File: src/rtl/vinsn_dispatch_queue.sv
// vinsn_dispatch_queue: buffers vector instructions from the scalar core and
// throttles issue to the vector core by tracking in-order in-flight IDs.
module vinsn_dispatch_queue #(
    parameter int  Depth         = 4,
    parameter int  MaxInflight   = 4,
    parameter type insn_id_t     = logic [7:0],
    parameter type vec_context_t = logic [15:0]
) (
    input  logic                           clk_i,
    input  logic                           rst_ni,
    input  logic                           valid_i,
    output logic                           ready_o,
    input  logic [31:0]                    insn_i,
    input  insn_id_t                       insn_id_i,
    input  vec_context_t                   vec_context_i,
    output logic                           core_valid_o,
    input  logic                           core_ready_i,
    output logic [31:0]                    core_insn_o,
    output insn_id_t                       core_insn_id_o,
    output vec_context_t                   core_vec_context_o,
    input  logic                           flush_i,
    input  logic                           done_i,
    input  insn_id_t                       done_insn_id_i,
    output logic [$clog2(MaxInflight):0]   inflight_cnt_o,
    output logic                           idle_o,
    output logic                           order_err_o
);
    localparam int AW = $clog2(Depth);
    localparam int IW = MaxInflight > 1 ? $clog2(MaxInflight) : 1;
    localparam int CW = $clog2(MaxInflight) + 1;
    localparam logic [AW:0]   Full     = (AW+1)'(Depth);
    localparam logic [CW-1:0] MaxCnt   = CW'(MaxInflight);
    localparam logic [IW-1:0] LastSlot = IW'(MaxInflight - 1);

    logic [31:0]   insn_q [Depth];
    insn_id_t      id_q   [Depth];
    vec_context_t  ctx_q  [Depth];
    insn_id_t      fly_q  [MaxInflight];
    logic [AW-1:0] rd_ptr, wr_ptr;
    logic [AW:0]   occ;
    logic [IW-1:0] fly_rd, fly_wr;
    logic [CW-1:0] inflight;
    logic          order_err;
    logic          push, pop, done_ok;

    function automatic logic [IW-1:0] nxt(input logic [IW-1:0] p);
        return p == LastSlot ? '0 : p + 1'b1;
    endfunction

    assign ready_o            = occ != Full && !flush_i;
    assign core_valid_o       = occ != '0 && inflight != MaxCnt && !flush_i;
    assign push               = valid_i && ready_o;
    assign pop                = core_valid_o && core_ready_i;
    assign done_ok            = done_i && inflight != '0;
    assign core_insn_o        = insn_q[rd_ptr];
    assign core_insn_id_o     = id_q[rd_ptr];
    assign core_vec_context_o = ctx_q[rd_ptr];
    assign inflight_cnt_o     = inflight;
    assign idle_o             = occ == '0 && inflight == '0;
    assign order_err_o        = order_err;

    always_ff @(posedge clk_i or negedge rst_ni) begin
        if (!rst_ni) begin
            rd_ptr <= '0;
            wr_ptr <= '0;
            occ    <= '0;
        end else if (flush_i) begin
            rd_ptr <= '0;
            wr_ptr <= '0;
            occ    <= '0;
        end else begin
            if (push) wr_ptr <= wr_ptr + 1'b1;
            if (pop) rd_ptr <= rd_ptr + 1'b1;
            occ <= (push && !pop) ? occ + 1'b1 : (pop && !push) ? occ - 1'b1 : occ;
        end
    end

    // Payload storage is intentionally unreset; it is only observed while valid.
    always_ff @(posedge clk_i) begin
        if (push) begin
            insn_q[wr_ptr] <= insn_i;
            id_q[wr_ptr]   <= insn_id_i;
            ctx_q[wr_ptr]  <= vec_context_i;
        end
        if (pop) fly_q[fly_wr] <= core_insn_id_o;
    end

    // Completions must arrive in issue order; any deviation latches order_err.
    always_ff @(posedge clk_i or negedge rst_ni) begin
        if (!rst_ni) begin
            fly_rd    <= '0;
            fly_wr    <= '0;
            inflight  <= '0;
            order_err <= 1'b0;
        end else begin
            if (pop) fly_wr <= nxt(fly_wr);
            if (done_ok) fly_rd <= nxt(fly_rd);
            if (pop != done_ok) inflight <= pop ? inflight + 1'b1 : inflight - 1'b1;
            if (done_i && (!done_ok || done_insn_id_i != fly_q[fly_rd])) order_err <= 1'b1;
        end
    end
endmodule

File: config.mk
export PLATFORM = sky130hd
export DESIGN_NAME = vinsn_dispatch_queue
export DESIGN_NICKNAME = d
export VERILOG_FILES = /design/src/rtl/vinsn_dispatch_queue.sv
export SDC_FILE = /design/constraint.sdc
export NUM_CORES = 1
export LEC_CHECK = 0
export ABC_AREA = 1
export CAP_MARGIN = 20
export CORE_MARGIN = 5
export CORE_UTILIZATION = 45
export CTS_CLUSTER_DIAMETER = 120
export DETAILED_ROUTE_END_ITERATION = 12
export PLACE_DENSITY = 0.67
export SLEW_MARGIN = 20
export SYNTH_ARGS = -nofsm -noshare
export SYNTH_HDL_FRONTEND = slang
export SYNTH_SLANG_ARGS = --single-unit
File: constraint.sdc
create_clock -name clk_i -period 4.4 [get_ports clk_i]
set_clock_uncertainty 0.05 [all_clocks]
set_input_delay 1.1 -clock clk_i [delete_from_list [all_inputs] [get_ports clk_i]]
set_output_delay 1.1 -clock clk_i [all_outputs]
set_load 0.05 [all_outputs]
=== Yosys cells after proc, flatten, opt, wreduce, memory -nomap -nowiden ===
Memory sizes are Yosys's and may differ from the RTL's.
Index checks and enable logic that the tools add are counted.

* Output and inout port bits: 63
* Bits in registers: 15
* Bits in read-only memories: 0
* Memory bits (writable): 256
* Input port bits: 70
* Latch bits: 0
* Memories: 4
* Word-level logic and storage cells: 61

* Reduce and logical (&&, ||, !) cells: 22
* Equality and inequality tests: 6
* Multiplexer cells: 14
* Order comparisons: 0
* Multipliers: 0
* Add/subtract/negate cells: 8
* Bitwise operators: 0
* Shift-type cells: 0
* Divide/modulo/power cells: 0

{| class="wikitable"
|+ Memory list
! memory !! depth !! bits a word !! rd ports !! clocked after memory_dff !! wr ports !! RTL line !! RTL
|-
| insn_q || 4 || 32 || 1 || 0 || 1 || 35 || <nowiki>logic [31:0] insn_q [Depth];</nowiki>
|-
| ctx_q || 4 || 16 || 1 || 0 || 1 || 37 || <nowiki>vec_context_t ctx_q [Depth];</nowiki>
|-
| fly_q || 4 || 8 || 1 || 0 || 1 || 38 || <nowiki>insn_id_t fly_q [MaxInflight];</nowiki>
|-
| id_q || 4 || 8 || 1 || 0 || 1 || 36 || <nowiki>insn_id_t id_q [Depth];</nowiki>
|}

{| class="wikitable"
|+ Operator list
! cell !! number
|-
| 2-bit two-way mux || 6
|-
| 3-bit two-way mux || 4
|-
| 1-bit logical AND || 10
|-
| 3-bit nonzero test || 3
|-
| 2-bit by 1-bit adder with 2-bit output (second input constant) || 4
|-
| 8-bit inequality test || 1
|-
| 3-bit by 1-bit adder with 3-bit output (second input constant) || 2
|-
| 3-bit zero test || 2
|-
| 3-bit inequality test (second input constant) || 2
|-
| 3-bit by 1-bit subtractor with 3-bit output (second input constant) || 2
|-
| 2-bit equality test (second input constant) || 2
|-
| 1-bit zero test || 4
|-
| 1-bit two-way mux || 4
|-
| 2-bit nonzero test || 2
|-
| 1-bit logical OR || 1
|-
| 1-bit inequality test || 1
|}

=== Longest topological paths before layout ===
Gate-level depths: netlist (run 1).

* Word-level depth: 8
* Mapped depth: 13
* Mapped depth without buffers: 12

=== Worst setup path before layout (run 1) ===
OpenSTA, ideal clock, no wires.

* Path type: input port to flip-flop
* Start point: input flush_i
* End point: memory ctx_q[0][0] (netlist bit) (enable)
* Data required time: 3.880 ns
* Cell stages on the path: 3
* Buffers on the path: 0
* Library setup time: 0.470 ns
* Data arrival time: 4.395 ns
* Path slack: -0.516 ns
* Path through: a31oi_2 > nand2_1 > nor2_1

* Word-level cells in the longest chain between the ends: 5

{| class="wikitable"
|+ RTL lines
! what !! RTL line !! RTL
|-
| start: declaration || 21 || <nowiki>input logic flush_i,</nowiki>
|-
| 1-bit zero test || 50 || <nowiki>assign ready_o = occ != Full && !flush_i;</nowiki>
|-
| 1-bit logical AND || 50 ||
|-
| 1-bit logical AND || 52 || <nowiki>assign push = valid_i && ready_o;</nowiki>
|-
| 1-bit two-way mux || 80 || <nowiki>if (push) begin</nowiki>
|-
| 1-bit two-way mux (implied by the code) || 83 || <nowiki>ctx_q[wr_ptr] <= vec_context_i;</nowiki>
|-
| end: declaration || 37 ||
|}

No other way between the ends.

=== Worst setup path in the final report (run 1) ===
* Start point: register rd_ptr[1]
* End point: output core_insn_o[18]

* Word-level cells in the longest chain between the ends: 1

{| class="wikitable"
|+ RTL lines
! what !! RTL line !! RTL
|-
| start: declaration || 39 || <nowiki>logic [AW-1:0] rd_ptr, wr_ptr;</nowiki>
|-
| start signal: assignment || 73 || <nowiki>if (pop) rd_ptr <= rd_ptr + 1'b1;</nowiki>
|-
| memory 4 x 32 bit || - ||
|-
| end: declaration || 18 || <nowiki>output logic [31:0] core_insn_o,</nowiki>
|}

No other way between the ends.

==> results of run 1 <==
## cell type report
type                    count  area, um^2
clock buffers              33       719.4
clock inverters            15       125.1
fillers                  1793        9712
inverters                  33       125.1
multi-input cells         432        2168
flip-flops and latches    271        8068
well taps                 313       391.6
repair buffers            145        1469
## sequential cells by signal (all words and copies together) (netlist names)
name / cells
id_q: 32
order_err_o: 1
inflight_cnt_o: 3
occ: 3
ctx_q: 64
wr_ptr: 2
rd_ptr: 2
insn_q: 128
fly_q: 32
fly_rd: 2
fly_wr: 2
## cells in the mapped netlist
cell type / n
buf_1: 1
nand2_1: 70
inv_1: 29
o22ai_1: 56
fa_1: 2
dfrtp_1: 15
a21oi_1: 2
nor2_1: 128
clkinv_1: 1
nor2_2: 2
ha_1: 9
nand3_1: 26
clkbuf_1: 28
inv_2: 3
nand4_1: 1
buf_2: 11
nor3_4: 1
nand3b_1: 4
and2_1: 1
xor2_1: 6
o21ai_1: 6
a31oi_2: 1
edfxtp_1: 256
o21ai_0: 117
## per-layer routing
metal | up-vias | wire length, um
met5 | - | 13
met4 | 2 | 452
met3 | 37 | 1196
met2 | 156 | 10240
met1 | 3096 | 9343
li1 | 3089 | -
## how the worst max path moves through the flow
stage | end | slack, ns
2_1_floorplan | ctx_q[0][0] | -0.52
3_3_place_gp | ready_o | 0.62
3_5_place_dp | ready_o | 0.60
4_1_cts | core_insn_o[18] | 0.34
5_1_grt | core_insn_o[18] | 0.15
6_report | core_insn_o[18] | 0.34
## where the power goes
part	leakage [nW]	internal, mW	switching, mW	total (mW)
registers	2.50	3.08	0.108	3.18
clock network	0.412	1.27	0.889	2.16
logic	1.60	0.841	1.94	2.78
total	4.51	5.19	2.94	8.12
## per-stage QoR
stage | TNS (ns) | utilization | instances | instance area [um^2]
after global routing | 0 | 0.5736 | 1242 | 13070
after detailed placement | 0 | 0.5366 | 1194 | 12220
after floorplan | -115.52 | - | 776 | 10490
after global placement | 0 | 0.5366 | 1194 | 12220
after CTS | 0 | 0.5736 | 1242 | 13070
final | 0 | 0.5736 | 1242 | 13070
## critical path, delay by kind of cell (launching register included)
kind                   cells  cell delay [ns]
flip-flops                 1             0.56
buffers and inverters      3             1.35
AO/OA/AOI/OAI              2             0.46
## cells in the final DEF, fill, tap and decap left out
cell type / synthesis / layout
nand3_1: 26 / 26
bufinv_16: 0 / 2
inv_1: 29 / 27
clkinv_1: 1 / 10
dfrtp_2: 0 / 1
nor2_4: 0 / 4
buf_4: 0 / 17
o21ai_0: 117 / 117
o22ai_1: 56 / 56
nand4_1: 1 / 1
edfxtp_1: 256 / 256
clkdlybuf4s50_1: 0 / 122
ha_1: 9 / 9
inv_2: 3 / 4
nand2_1: 70 / 70
clkinv_8: 0 / 1
nor2_1: 128 / 124
nand3b_1: 4 / 4
o21ai_1: 6 / 6
dfrtp_4: 0 / 1
fa_1: 2 / 2
and2_1: 1 / 1
xor2_1: 6 / 6
clkbuf_16: 0 / 28
buf_12: 0 / 6
a21oi_1: 2 / 2
dfrtp_1: 15 / 13
a31oi_2: 1 / 1
nor3_4: 1 / 1
clkinv_2: 0 / 4
clkbuf_1: 28 / 5
nor2_2: 2 / 2
## cell families (layout without fill, tap and decap cells)
group / Yosys count / in the layout / synth area share
compound gates: 182 / 182 / 0.09424
xor+xnor: 6 / 6 / 0.005010
fa+ha+maj: 11 / 11 / 0.01455
buf+inv: 73 / 226 / 0.02743
flops: 271 / 271 / 0.7687
simple gates: 233 / 233 / 0.09006
==> flow_metrics.py, run 1 <==
metrics = {
    "synth": {
        "yosysUniqueCellTypes": 24,
        "netlist_instances": 776,
        "syn-num-nets": 857,
        "avgSynthCellArea_um2": 13.52,
        "synth_seq_cells": 271,
        "netlist.area_leader.share": 0.7329,
        "yosysSeqAreaShare": 0.7687,
        "synth_area_leaders": "edfxtp_1 (73%), o21ai_0 (5.6%), nor2_1 (4.6%)",
        "syn_area_um2": 10490,
        "yosysWarnings": 0,
        "synth_largest_area_cell": "edfxtp_1",
    },
    "timing": {
        "final.setup.worst_slack_ns": 0.3388,
        "fin_crit_ns": 4.061,
        "setup_violations": 0,
        "worstMarginPinSlew_ns": 0.7152,
        "hold_viol_final": 0,
        "hold_slack_ns": 0.4130,
        "slew_viol_final": 0,
        "max_freq_mhz": 246.2,
        "relSlewSlack": 0.5217,
        "period_share": 0.9230,
        "rsz0062_at_grt": "false",
    },
    "power": {
        "peakVddDrop_uv": 516.9,
        "p_per_area_nw_per_um2": 621.7,
        "finalPower_mw": 8.123,
        "p_leak_nw": 4.511,
    },
    "floorplan": {
        "io_pins": 133,
        "die_y_um": 162.7,
        "initial_core_util": 0.4605,
        "dieArea_um2": 26460,
        "rows": 55,
        "die-width_um": 162.7,
        "core-area_um2": 22780,
    },
    "global_routing": {
        "top_usage_layer": "met2",
        "overflow": 0,
        "gr-usage-all-layers": 0.1593,
        "met3_usage": 0.03366,
        "grt_pass1_wl_um": 33530,
        "grt_max_degree": 114,
        "antenna_found_initial": 1,
        "use_met1": 0.2160,
        "grtUsageMet2": 0.2668,
        "grt_pass1_vias": 6264,
    },
    "run": {
        "cap_violations": 0,
    },
    "min_path": {
        "hold_path_end": "order_err_o",
        "holdPathStages": 2,
        "min_from": "order_err_o",
        "hp-class": "reg2reg",
    },
    "clock_network": {
        "clk_pin_slew_ns": 0.06,
        "htreeDepth": 1,
        "insertion_delay_ns": 0.53,
        "postCtsSetupRepairBufs": 0,
        "ctsResizeCount": 0,
        "cts.sinks": 271,
        "cts_tree": "yes",
        "postCtsHoldBufs": 0,
        "cts_buffers": 28,
        "clockBufferDepth": 3,
        "root_buffer": "clkbuf_16",
    },
    "critical_path": {
        "start_kind": "register",
        "slowest_delay_ns": 0.87,
        "r2r_start": "occ[0]",
        "startpoint": "rd_ptr[1]",
        "required_ns": 3.25,
        "crit_type": "reg2out",
        "cp_slowest_cell": "clkdlybuf4s50_1",
        "rr_endpoint": "occ[2]",
        "end_kind": "output port",
        "crit_chain": "inv_2 > buf_4 > o21ai_0 > o22ai_1 > clkdlybuf4s50_1",
        "r2r_cells": 9,
        "crit_path_max_fanout": 38,
        "reg2reg_slack_ns": 2.20,
        "cp.arrival_ns": 2.91,
    },
    "route": {
        "wl_per_cell_um": 17.11,
        "drtIter0Drc": 429,
        "drt-total-wl_um": 21250,
        "antenna_left": 0,
        "drt_pre_antenna_iters": 5,
        "remaining_drc_errors": 0,
        "route.vias.total": 6380,
        "vias_per_cell": 5.137,
    },
    "final_layout": {
        "n_antenna_cell": 0,
        "nets": 992,
        "area_growth_syn_to_layout_pct": 24.57,
        "layout-drive-gt1-share": 0.07750,
    },
    "outcome": {
        "status": "completed",
    },
    "placed_design": {
        "place.gp.congestion": 0.7182,
        "dp_slack_ns": 0.5966,
        "portBuffers": 132,
        "dp_hpwl_um": 12340,
    },
}
(Power assumes the default switching activity.)
==> run 2, diff against run 1 <==
==> constraint.sdc (replaced) <==
create_clock -name clk_i -period 4.1 [get_ports clk_i]
set_clock_uncertainty 0.05 [all_clocks]
set_input_delay 1.025 -clock clk_i [delete_from_list [all_inputs] [get_ports clk_i]]
set_output_delay 1.025 -clock clk_i [all_outputs]
set_load 0.05 [all_outputs]
==> flow_metrics.py, run 2 (synthesis gave the netlist of run 1 again) <==
metrics = {
    "critical_path": {
        "required_ns": 3.02,
        "slowest_delay_ns": 0.64,
        "start_kind": "register",
        "end_kind": "output port",
        "cp_top_family": "buffers and inverters",
        "cp_slowest_cell": "dfrtp_4",
        "startpoint": "rd_ptr[0]",
        "crit_chain": "clkinv_2 > buf_12 > o21ai_0 > o22ai_1 > buf_4",
        "cp_num_buf_inv": 3,
        "r2r_start": "occ[0]",
        "crit_path_max_fanout": 35,
        "crit_type": "reg2out",
        "cp.arrival_ns": 2.57,
    },
    "final_layout": {
        "top_register": "insn_q",
        "largest_reg_flops": 128,
        "n_antenna_cell": 0,
        "nets": 990,
        "layout_common_cells": "edfxtp_1 (256), nor2_1 (124), o21ai_0 (117)",
        "design_area_um2": 13100,
        "layout_commonest_cell": "edfxtp_1",
        "area_growth_syn_to_layout_pct": 24.90,
        "layout-drive-gt1-share": 0.1302,
        "top_regs": "insn_q (128), ctx_q (64)",
    },
    "timing": {
        "hold_slack_ns": 0.4224,
        "hold_viol_final": 0,
        "relSlewSlack": 0.5367,
        "worstMarginPinSlew_ns": 0.6928,
        "final.setup.worst_slack_ns": 0.4582,
        "max_freq_mhz": 274.6,
        "period_share": 0.8883,
        "fin_crit_ns": 3.642,
        "rsz0062_at_grt": "false",
        "setup_violations": 0,
        "setup-tns-final_ns": 0,
        "slew_viol_final": 0,
    },
    "floorplan": {
        "die-width_um": 162.7,
        "die_y_um": 162.7,
        "initial_core_util": 0.4605,
        "rows": 55,
        "dieArea_um2": 26460,
        "io_pins": 133,
        "core-area_um2": 22780,
    },
    "clock_network": {
        "clockBufferDepth": 3,
        "insertion_delay_ns": 0.52,
        "postCtsHoldBufs": 0,
        "cts_buffers": 28,
        "cts.sinks": 271,
        "ctsResizeCount": 0,
        "cts_tree": "yes",
        "htreeDepth": 1,
        "postCtsSetupRepairBufs": 0,
        "clk_pin_slew_ns": 0.06,
        "root_buffer": "clkbuf_16",
    },
    "route": {
        "drtIter0Drc": 407,
        "wl_per_cell_um": 16.98,
        "antenna_left": 0,
        "vias_per_cell": 5.095,
        "drt_pre_antenna_iters": 4,
        "drt-total-wl_um": 21090,
        "route.vias.total": 6328,
        "remaining_drc_errors": 0,
    },
    "global_routing": {
        "antenna_found_initial": 1,
        "grt_max_degree": 59,
        "overflow": 0,
        "grt_pass1_wl_um": 33620,
        "gr-usage-all-layers": 0.1590,
        "grt_pass1_vias": 6272,
    },
    "power": {
        "p_leak_nw": 4.611,
        "p_per_area_nw_per_um2": 675.7,
        "peakVddDrop_uv": 405.5,
    },
    "placed_design": {
        "dp_hpwl_um": 12310,
        "portBuffers": 132,
        "place.gp.congestion": 0.7285,
        "place_area_um2": 12200,
        "dp_slack_ns": 0.4585,
    },
    "run": {
        "cap_violations": 0,
    },
    "min_path": {
        "min_from": "order_err_o",
        "hp-class": "reg2reg",
    },
    "outcome": {
        "status": "completed",
    },
}
## run 2: power breakdown
| part | total (mW) | internal, mW | switching, mW | leakage [nW] |
|---|---|---|---|---|
| clock | 2.44 | 1.46 | 0.975 | 0.443 |
| combinational | 2.97 | 0.906 | 2.06 | 1.66 |
| sequential | 3.45 | 3.30 | 0.146 | 2.50 |
| total | 8.85 | 5.67 | 3.18 | 4.61 |
## run 2: worst min-delay path: cells and delay by family (launching register included)
kind,cells,cell delay [ns]
flops,1,0.34
simple gates,1,0.05
buf+inv,1,0.05
## run 2: cell type report
| cell class | instances | area, um^2 |
|---|---|---|
| Clock buffer | 32 | 737.0 |
| Clock inverter | 18 | 158.9 |
| Fill cell | 1828 | 9678 |
| Inverter | 33 | 125.1 |
| Multi-Input combinational cell | 432 | 2168 |
| Sequential cell | 271 | 8068 |
| Tap cell | 313 | 391.6 |
| Timing Repair Buffer | 143 | 1451 |
## run 2: path summary, 6_finish.rpt
kind / to / slack (ns) / cells after the start
max: core_insn_o[23] / 0.46 / 5
max reg2reg: insn_q[1][6] / 1.88 / 5
min: order_err_o / 0.42 / 2
min in group asynchronous: occ[2] / 0.87 / 1
max in group asynchronous: rd_ptr[0] / 2.62 / 1
min reg2reg: order_err_o / 0.42 / 2
## run 2: metrics by stage
step | total power, mW | utilization | cells
finish | 8.851 | 0.5751 | 1242
global route | 9.325 | 0.5751 | 1242
CTS | 8.958 | 0.5751 | 1242
detailed placement | 6.508 | 0.5358 | 1192
global placement | 6.464 | 0.5358 | 1192
floorplan | 5.474 | - | 776
## run 2: routing by layer
metal | up-vias | wire, um | track usage
met5 | - | 13 | 0
met1 | 3058 | 9078 | 0.2100
met3 | 24 | 1508 | 0.04606
li1 | 3100 | - | -
met2 | 144 | 10140 | 0.2632
met4 | 2 | 339 | 0.03774
==> run 3, diff against run 2 <==
--- a/config.mk
+++ b/config.mk
@@ -7,6 +7,7 @@
 export LEC_CHECK = 0
 export ABC_AREA = 1
 export CAP_MARGIN = 20
+export CORE_ASPECT_RATIO = 1.1
 export CORE_MARGIN = 5
 export CORE_UTILIZATION = 45
 export CTS_CLUSTER_DIAMETER = 120
==> constraint.sdc (replaced) <==
create_clock -name clk_i -period 4.1 [get_ports clk_i]
set_clock_uncertainty 0.05 [all_clocks]
set_input_delay 1.025 -clock clk_i [delete_from_list [all_inputs] [get_ports clk_i]]
set_output_delay 1.025 -clock clk_i [all_outputs]
set_load 0.02 [all_outputs]
==> flow_metrics.py, run 3 (synthesis gave the netlist of run 1 again) <==
metrics = {
    "final_layout": {
        "layout-drive-gt1-share": 0.07403,
        "post-route-util": 0.5719,
        "design_area_um2": 13120,
        "largest_reg_flops": 128,
        "area_growth_syn_to_layout_pct": 25.04,
        "layout_commonest_cell": "edfxtp_1",
        "nets": 993,
        "layout_common_cells": "edfxtp_1 (256), clkdlybuf4s50_1 (132), nor2_1 (124)",
        "top_register": "insn_q",
        "top_regs": "insn_q (128), ctx_q (64)",
    },
    "clock_network": {
        "insertion_delay_ns": 0.53,
        "postCtsHoldBufs": 0,
        "cts.sinks": 271,
        "cts_buffers": 27,
        "clk_pin_slew_ns": 0.06,
        "htreeDepth": 1,
        "ctsResizeCount": 0,
        "postCtsSetupRepairBufs": 0,
        "cts_tree": "yes",
        "clockBufferDepth": 3,
        "root_buffer": "clkbuf_16",
    },
    "critical_path": {
        "start_kind": "register",
        "rr_endpoint": "fly_q[2][0]",
        "startpoint": "rd_ptr[1]",
        "crit_type": "reg2out",
        "cp.arrival_ns": 2.76,
        "cp_slowest_cell": "clkdlybuf4s50_1",
        "crit_path_max_fanout": 58,
        "slowest_delay_ns": 0.72,
        "reg2reg_slack_ns": 1.91,
        "r2r_cells": 6,
        "required_ns": 3.02,
        "end_kind": "output port",
        "r2r_start": "inflight_cnt_o[0]",
        "crit_chain": "buf_4 > o21ai_0 > o22ai_1 > clkdlybuf4s50_1",
    },
    "timing": {
        "period_share": 0.9355,
        "rsz0062_at_grt": "false",
        "slew_viol_final": 0,
        "max_freq_mhz": 260.7,
        "fin_crit_ns": 3.835,
        "hold_viol_final": 0,
        "relSlewSlack": 0.4965,
        "worstMarginPinSlew_ns": 0.7525,
        "setup_violations": 0,
    },
    "outcome": {
        "status": "completed",
    },
    "floorplan": {
        "die_y_um": 170.1,
        "rows": 58,
        "io_pins": 133,
        "dieArea_um2": 26470,
        "die-width_um": 155.6,
        "initial_core_util": 0.4574,
        "core-area_um2": 22930,
    },
    "route": {
        "wl_per_cell_um": 17.85,
        "route.vias.total": 6405,
        "drt_pre_antenna_iters": 5,
        "drt-total-wl_um": 22010,
        "remaining_drc_errors": 0,
        "drtIter0Drc": 481,
        "antenna_left": 0,
        "vias_per_cell": 5.195,
    },
    "min_path": {
        "holdPathStages": 2,
        "hp-class": "reg2reg",
        "hold_path_end": "order_err_o",
        "min_from": "order_err_o",
    },
    "global_routing": {
        "overflow": 0,
        "grt_pass1_wl_um": 34620,
        "antenna_found_initial": 3,
        "grt_max_degree": 114,
        "gr-usage-all-layers": 0.1641,
        "grt_pass1_vias": 6360,
    },
    "power": {
        "comb_power_share": 0.299,
        "finalPower_mw": 8.124,
        "seqPwrFrac": 0.417,
        "p_leak_nw": 4.519,
        "p_switching_mw": 2.576,
        "p_per_area_nw_per_um2": 619.4,
        "swShare": 0.3171,
        "pwr-share-clk": 0.284,
        "peakVddDrop_uv": 439.3,
        "p_int_mw": 5.548,
    },
    "placed_design": {
        "place.gp.congestion": 0.7386,
        "place_area_um2": 12280,
        "portBuffers": 132,
        "dp_hpwl_um": 13310,
    },
    "run": {
        "cap_violations": 0,
    },
}
==> run 3: changes by cell type in the layout (fill, tap and decap cells not counted), sizes merged <==
cell | before | now
clkbuf | 32 | 30
inv | 31 | 32
bufinv | 3 | 2
buf | 67 | 15
clkinvlp | 0 | 1
clkdlybuf4s50 | 76 | 132
diode | 0 | 1
==> run 3: power by group through the flow <==
stage	registers, mW	logic [mW]	clock network, mW
finish	3.39	2.43	2.31
CTS	3.39	2.47	2.35
global route	3.41	2.67	2.48
detailed placement	3.45	2.45	0
global placement	3.44	2.42	0
floorplan	3.45	1.41	0
==> run 3: per-layer routing <==
metal  routed length [um]  GRT usage  up-vias
li1                     -          -     3095
met4                  344    0.03540        4
met2                10620     0.2729      194
met5                   34          0        -
met1                 9473     0.2244     3076
met3                 1539    0.03637       36
==> run 3: area by class of cell <==
cell class | count | area (um^2)
Timing Repair Buffer | 147 | 1546
Multi-Input combinational cell | 432 | 2168
Antenna cell | 1 | 2.502
Clock buffer | 30 | 686.9
Sequential cell | 271 | 8068
Inverter | 33 | 125.1
Tap cell | 300 | 375.4
Fill cell | 1857 | 9817
Clock inverter | 19 | 142.6
==> run 3: worst max-delay path by stage <==
stage | to | slack, ns | cells past startpoint
after detailed placement | ready_o | 0.65 | 3
after floorplan | ctx_q[0][0] | -0.38 | 3
after CTS | core_insn_id_o[7] | 0.24 | 4
after global placement | ready_o | 0.66 | 3
after global routing | core_insn_id_o[6] | 0.07 | 4
final | core_insn_id_o[7] | 0.26 | 4
==> run 3: worst max-delay path: cells and delay by family (launching register included) <==
kind | cells | cell delay [ns]
AO/OA/AOI/OAI | 2 | 0.64
flip-flops | 1 | 0.37
buffers and inverters | 2 | 1.22
==> run 3: stage by stage <==
step	cells	hold slack, ns	TNS [ns]	setup WS, ns
after global routing	1233	0.4523	0	0.07465
after detailed placement	1183	0.4167	0	0.6513
after floorplan	776	0.3955	-84.50	-0.3772
after global placement	1183	0.3963	0	0.6607
after CTS	1232	0.4312	0	0.2392
final	1233	0.4243	0	0.2646
